<file path="config.mk">
export PLATFORM = sky130hd
export DESIGN_NAME = dm_responder
export DESIGN_NICKNAME = d
export VERILOG_FILES = /design/src/rtl/dm_responder.sv
export SDC_FILE = /design/constraint.sdc
export NUM_CORES = 2
export LEC_CHECK = 0
export BUFFER_PORTS_ARGS = -buffer_cell sky130_fd_sc_hd__buf_2
export CAP_MARGIN = 40
export CORE_MARGIN = 2
export CORE_UTILIZATION = 39
export CTS_BUF_LIST = sky130_fd_sc_hd__clkbuf_2
export DETAILED_ROUTE_END_ITERATION = 10
export GPL_TIMING_DRIVEN = 0
export PLACE_DENSITY_LB_ADDON = 0.05
export SLEW_MARGIN = 20
export SYNTH_ARGS = -nofsm -noshare
export SYNTH_HDL_FRONTEND = slang
export SYNTH_SLANG_ARGS = --single-unit
</file>
<file path="constraint.sdc">
create_clock -name clk -period 16.7 [get_ports clk]
set_clock_uncertainty 0.1 [all_clocks]
set_input_delay 0.835 -clock clk [delete_from_list [all_inputs] [get_ports clk]]
set_output_delay 0.835 -clock clk [all_outputs]
set_load 0.01 [all_outputs]
</file>
<file path="src/rtl/dm_responder.sv">
// Processor data-memory responder: bulk load, single-cycle processor access, optional dump.
// Define DM_DUMP_EN to include the DUMP state; otherwise RUN ends directly in DONE.
module dm_responder #(
  parameter int DEPTH  = 256,
  parameter int DATA_W = 12
) (
  input  logic              clk,
  input  logic              rst_n,
  input  logic [11:0]       ar_in,
  input  logic [16:0]       bus_in,
  input  logic              dm_en,
  input  logic              end_process,
  output logic [DATA_W-1:0] dm_out,
  output logic              proc_go,
  input  logic              ld_valid,
  input  logic [DATA_W-1:0] ld_data,
  input  logic              ld_last,
  output logic              ld_ready,
  output logic              out_valid,
  output logic [DATA_W-1:0] out_data,
  input  logic              out_ready,
  output logic              done
);
  localparam int AW = (DEPTH > 1) ? $clog2(DEPTH) : 1;
  localparam logic [AW-1:0] LAST_ADDR = AW'(DEPTH - 1);

  typedef enum logic [1:0] {LOAD, RUN, DUMP, DONE} state_t;

  state_t            state_q, state_d;
  logic [AW-1:0]     ld_addr_q, ld_addr_d;
  logic [DATA_W-1:0] dm_out_q, dm_out_d;
  logic              proc_go_q, proc_go_d;
  logic              ld_ready_q, ld_ready_d;
  logic              done_q, done_d;

  logic [DATA_W-1:0] mem_q [DEPTH];
  logic              ld_fire, run_wr, mem_we;
  logic [AW-1:0]     ar_addr, mem_waddr;
  logic [DATA_W-1:0] mem_wdata;
  logic              sig_unused;

  // Upper address/bus bits are deliberately discarded (address wrap by truncation).
  assign sig_unused = ^{ar_in, bus_in, out_ready};
  assign ar_addr    = ar_in[AW-1:0];

  always_comb begin
    ld_fire   = (state_q == LOAD) && ld_ready_q && ld_valid;
    run_wr    = (state_q == RUN) && dm_en;
    mem_we    = ld_fire || run_wr;
    mem_waddr = ld_fire ? ld_addr_q : ar_addr;
    mem_wdata = ld_fire ? ld_data : bus_in[DATA_W-1:0];
  end

  always_ff @(posedge clk) begin
    if (mem_we) mem_q[mem_waddr] <= mem_wdata;
  end

`ifdef DM_DUMP_EN
  logic [AW-1:0]     dump_addr_q, dump_addr_d, dump_nxt;
  logic              out_valid_q, out_valid_d;
  logic [DATA_W-1:0] out_data_q, out_data_d;

  always_comb begin
    dump_addr_d = dump_addr_q;
    out_valid_d = out_valid_q;
    out_data_d  = out_data_q;
    dump_nxt    = dump_addr_q + AW'(1);
    if (state_q == RUN && end_process) begin
      // A write to word 0 on the exit edge must show up in the first dump beat.
      out_valid_d = 1'b1;
      dump_addr_d = '0;
      out_data_d  = (run_wr && ar_addr == '0) ? mem_wdata : mem_q[0];
    end else if (state_q == DUMP && out_valid_q && out_ready) begin
      if (dump_addr_q == LAST_ADDR) begin
        out_valid_d = 1'b0;
      end else begin
        dump_addr_d = dump_nxt;
        out_data_d  = mem_q[dump_nxt];
      end
    end
  end

  always_ff @(posedge clk or negedge rst_n) begin
    if (!rst_n) begin
      dump_addr_q <= '0;
      out_valid_q <= 1'b0;
      out_data_q  <= '0;
    end else begin
      dump_addr_q <= dump_addr_d;
      out_valid_q <= out_valid_d;
      out_data_q  <= out_data_d;
    end
  end

  assign out_valid = out_valid_q;
  assign out_data  = out_data_q;
`else
  assign out_valid = 1'b0;
  assign out_data  = '0;
`endif

  always_comb begin
    state_d   = state_q;
    ld_addr_d = ld_addr_q;
    dm_out_d  = dm_out_q;
    unique case (state_q)
      LOAD: begin
        if (ld_fire) begin
          if (ld_last || ld_addr_q == LAST_ADDR) begin
            state_d   = RUN;
            ld_addr_d = '0;
          end else begin
            ld_addr_d = ld_addr_q + AW'(1);
          end
        end
      end
      RUN: begin
        dm_out_d = run_wr ? mem_wdata : mem_q[ar_addr];
        if (end_process) begin
`ifdef DM_DUMP_EN
          state_d = DUMP;
`else
          state_d = DONE;
`endif
        end
      end
      DUMP: begin
`ifdef DM_DUMP_EN
        if (out_valid_q && out_ready && dump_addr_q == LAST_ADDR) state_d = DONE;
`else
        state_d = DONE;
`endif
      end
      DONE: ;
      default: state_d = LOAD;
    endcase
    proc_go_d  = (state_d == RUN);
    ld_ready_d = (state_d == LOAD);
    done_d     = (state_d == DONE);
  end

  always_ff @(posedge clk or negedge rst_n) begin
    if (!rst_n) begin
      state_q    <= LOAD;
      ld_addr_q  <= '0;
      dm_out_q   <= '0;
      proc_go_q  <= 1'b0;
      ld_ready_q <= 1'b0;
      done_q     <= 1'b0;
    end else begin
      state_q    <= state_d;
      ld_addr_q  <= ld_addr_d;
      dm_out_q   <= dm_out_d;
      proc_go_q  <= proc_go_d;
      ld_ready_q <= ld_ready_d;
      done_q     <= done_d;
    end
  end

  assign dm_out   = dm_out_q;
  assign proc_go  = proc_go_q;
  assign ld_ready = ld_ready_q;
  assign done     = done_q;

endmodule

</file>
==> metrics.md <==
| Metric | Value |
|---|---|
| Run status | finished clean |
| Register area share after synthesis | 77.2% |
| I/O pin cnt | 76 |
| Core region area | 307000 sq um |
| Detailed placement HPWL | 333000 um |
| Post-synth top area share | 76.6% |
| Post-synth EDFFs | 3072 |
| Setup TNS | 0 ps |
| Power per cell area | 113 nW/um^2 |
| Switch Pwr | 4.55 mW |
| RSZ-0062 raised after global routing | no |
| Die Y | 560 um |
| Area grow syn2layout | 16.2% |
| Die width | 560 um |
| GPL Wtd Cong | 0.953 |
| Average wire per standard cell | 39.6 um |
| CP max FO | 57 |
| DRC violations left | 0 |
| Routed WL | 467000 um |
| Final Cell Area | 140000 sq um |
| Routed Antenna Nets | 0 |
| Commonest cells in the netlist | edfxtp_1, mux4_2, mux2i_1 |
| Netlist Area Pre-Place | 120000 sq um |
| Crit path max-delay cell type | dlygate4sd3_1 |
| Grt ovf | 0 |
| MaxCap Viol Count | 0 |
| Vias per std cell | 5.86 |
| Synthesized flop and latch total | 3097 |
| NumNets Final | 7145 |
| Root buffer cell | clkbuf_2 |
| Max Clk Rate | 0.173 GHz |
| Clk_lat worst skew | 2160 ps |
| Initial core utilization | 39.3% |
| Int Pwr | 11.3 mW |
| First-pass GRT wire length | 611000 um |
| Final Cycle Share | 34.5% |
| Syn Area/Cell | 20.7 sq um |
| Clock Pin Slew Worst Setup and Hold Paths | 120 ps |
| Buffers added on ports | 48 |
| Sw Share | 28.8% |
| Logic pwr share | 10.9% |
| Reg power frac | 56.2% |
| All-Layer GR Usage | 29.3% |
| Via count | 69000 |
| Starting DRC count in detailed routing | 9187 |
| CTS tree | built |
| LEAKAGE | 46.4 nW |
| Final min period | 5770 ps |
| CP peak stage delay | 700 ps |
| Largest cells by area after synthesis | edfxtp_1, mux4_2, mux2i_1 |
| Vias in the first global route | 67700 |
| Post CTS Setup Buffer Count | 0 |
| CTS Sinks | 3097 |
| Yosys warns | 0 |
| Async S/R FF share, synth | 0.807% |
| Setup violators final | 0 |
| Worst EP required | 18540 ps |
| Top cell type by total area after synthesis | edfxtp_1 |
| Initial antenna violation count | 36 |
| CTS Buf Count | 795 |
| Clk network pwr share | 32.9% |
| Total die area | 313000 sq um |
| Startpoint Class | register |
| Final Slew Violations | 0 |
| Max_slew headroom | 33.1% |
| Crit-path cells | inv_1 > ha_1 > and3_1 > clkbuf_1 > clkbuf_1 > buf_1 > nand2_1 > dlygate4sd3_1 > nand2_4 > dlygate4sd3_1 > buf_12 > buf_12 > buf_16 > buf_12 |
| Most common cell on crit path | buf_12 |
| DRT Pass-1 Iters | 6 |
| Peak VDD IR | 0.0669 mV |
| Largest net degree at the start of global routing | 70 |
| Post-DP Area | 131000 sq um |
| Crit end category | register |
| Hold crit path type | input port to register |
| Synth Instances | 5812 |
| Slew @ Worst Pin | 975 ps |
| Setup CP Type | register to register |
| Critical Path AT | 7610 ps |
| Share of cells above drive strength 1 | 36.4% |
| CTS Buffer Depth | 4 |
| Final Hold Viols | 0 |
| Yosys cell types | 62 |
| Post-CTS Resized | 0 |
| Num rows | 203 |
| CTS HTree Levels | 6 |
| Most numerous cell in the Yosys netlist | edfxtp_1 |
| Main synth FF type | edfxtp_1 |
==> flip-flops by register name, summed over array words and instances (netlist names) <==
signal,flops
done,1
proc_go,1
mem_q,3072
dm_out,12
state_q,2
ld_addr_q,8
ld_ready,1
==> cell type report <==
| class | instances | area [sq um] |
|---|---|---|
| Inverter | 10 | 37.5 |
| Multi-Input combinational cell | 2356 | 26100 |
| Clock buffer | 1168 | 5850 |
| Sequential cell | 3097 | 92900 |
| Fill cell | 26700 | 167000 |
| Timing Repair Buffer | 471 | 6410 |
| Buffer | 361 | 2340 |
| Tap cell | 4100 | 5130 |
| Antenna cell | 21 | 52.6 |
| Clock inverter | 192 | 1150 |
==> power groups by stage <==
| stage | clock (mW) | combinational (mW) | sequential (mW) |
|---|---|---|---|
| floorplan | 0 | 0.686 | 9.14 |
| detailed placement | 0 | 1.62 | 9.06 |
| global route | 5.68 | 1.77 | 8.88 |
| CTS | 5.31 | 1.70 | 8.88 |
| finish | 5.19 | 1.73 | 8.88 |
| global placement | 0 | 1.43 | 9.37 |
==> metrics by stage <==
| step | util, % | setup slack [ps] | cells | hold slack [ps] | power, mW |
|---|---|---|---|---|---|
| floorplan | - | 10770 | 5824 | 439 | 9.83 |
| finish | 45.6 | 10930 | 11800 | 274 | 15.8 |
| detailed placement | 42.7 | 9950 | 10200 | 518 | 10.7 |
| global route | 45.6 | 10620 | 11800 | 216 | 16.3 |
| CTS | 45.4 | 10410 | 11700 | 6.44 | 15.9 |
| global placement | 41.0 | 4360 | 9972 | 501 | 10.8 |
==> cell usage in the layout (no fill, tap or decap), drive strengths merged, types with 32 or more instances in the layout <==
cell type    instances
a22oi              324
o21ai               47
nand2              228
clkbuf            1286
inv                 44
mux2i              394
a21oi              109
clkinv             152
nand3               77
o22ai               32
dlygate4sd3         96
edfxtp            3072
mux4               610
nor2               323
buf                618
==> kinds of logic after synthesis <==
| kind of cell | count (synthesis) | share of synthesized area (%) |
|---|---|---|
| AO/OA/AOI/OAI | 613 | 3.59 |
| XOR/XNOR | 10 | 0.0728 |
| adder cells (fa/ha/maj) | 5 | 0.0520 |
| buffers and inverters | 371 | 1.92 |
| flip-flops | 3097 | 77.2 |
| multiplexers | 1004 | 14.7 |
| other | 1 | 0.00312 |
| AND/OR/NAND/NOR | 711 | 2.51 |
==> routing by layer <==
metal / routed length (um) / GRT usage (%)
met1: 188000 / 40.0
met2: 212000 / 44.6
met5: 39 / 0
met3: 42300 / 6.69
met4: 24100 / 14.1
==> critical path: cells and delay by family, from the launching register on <==
| family | cells | cell delay [ps] |
|---|---|---|
| buffers and inverters | 10 | 4180 |
| flip-flops | 1 | 430 |
| AND/OR/NAND/NOR | 3 | 460 |
| adder cells (fa/ha/maj) | 1 | 200 |
==> final timing paths <==
check	from	endpoint	slack (ps)	depth (start not counted)
setup / recovery	state_q[1]	mem_q[124][8]	10930	14
hold / removal	ar_in[0]	dm_out[10]	270	9
setup reg to reg	state_q[1]	mem_q[124][8]	10930	14
hold reg to reg	ld_addr_q[1]	ld_addr_q[1]	540	3
max in group asynchronous	rst_n	ld_ready	15380	6
min in group asynchronous	rst_n	dm_out[10]	780	6
==> timing repair <==
item                                   4_1_cts  5_1_grt
setup endpoints to repair                    0        0
endpoints found under the hold margin     3994        0
hold buffers                               110        0
No activity file was read; power rests on OpenSTA's default activity.
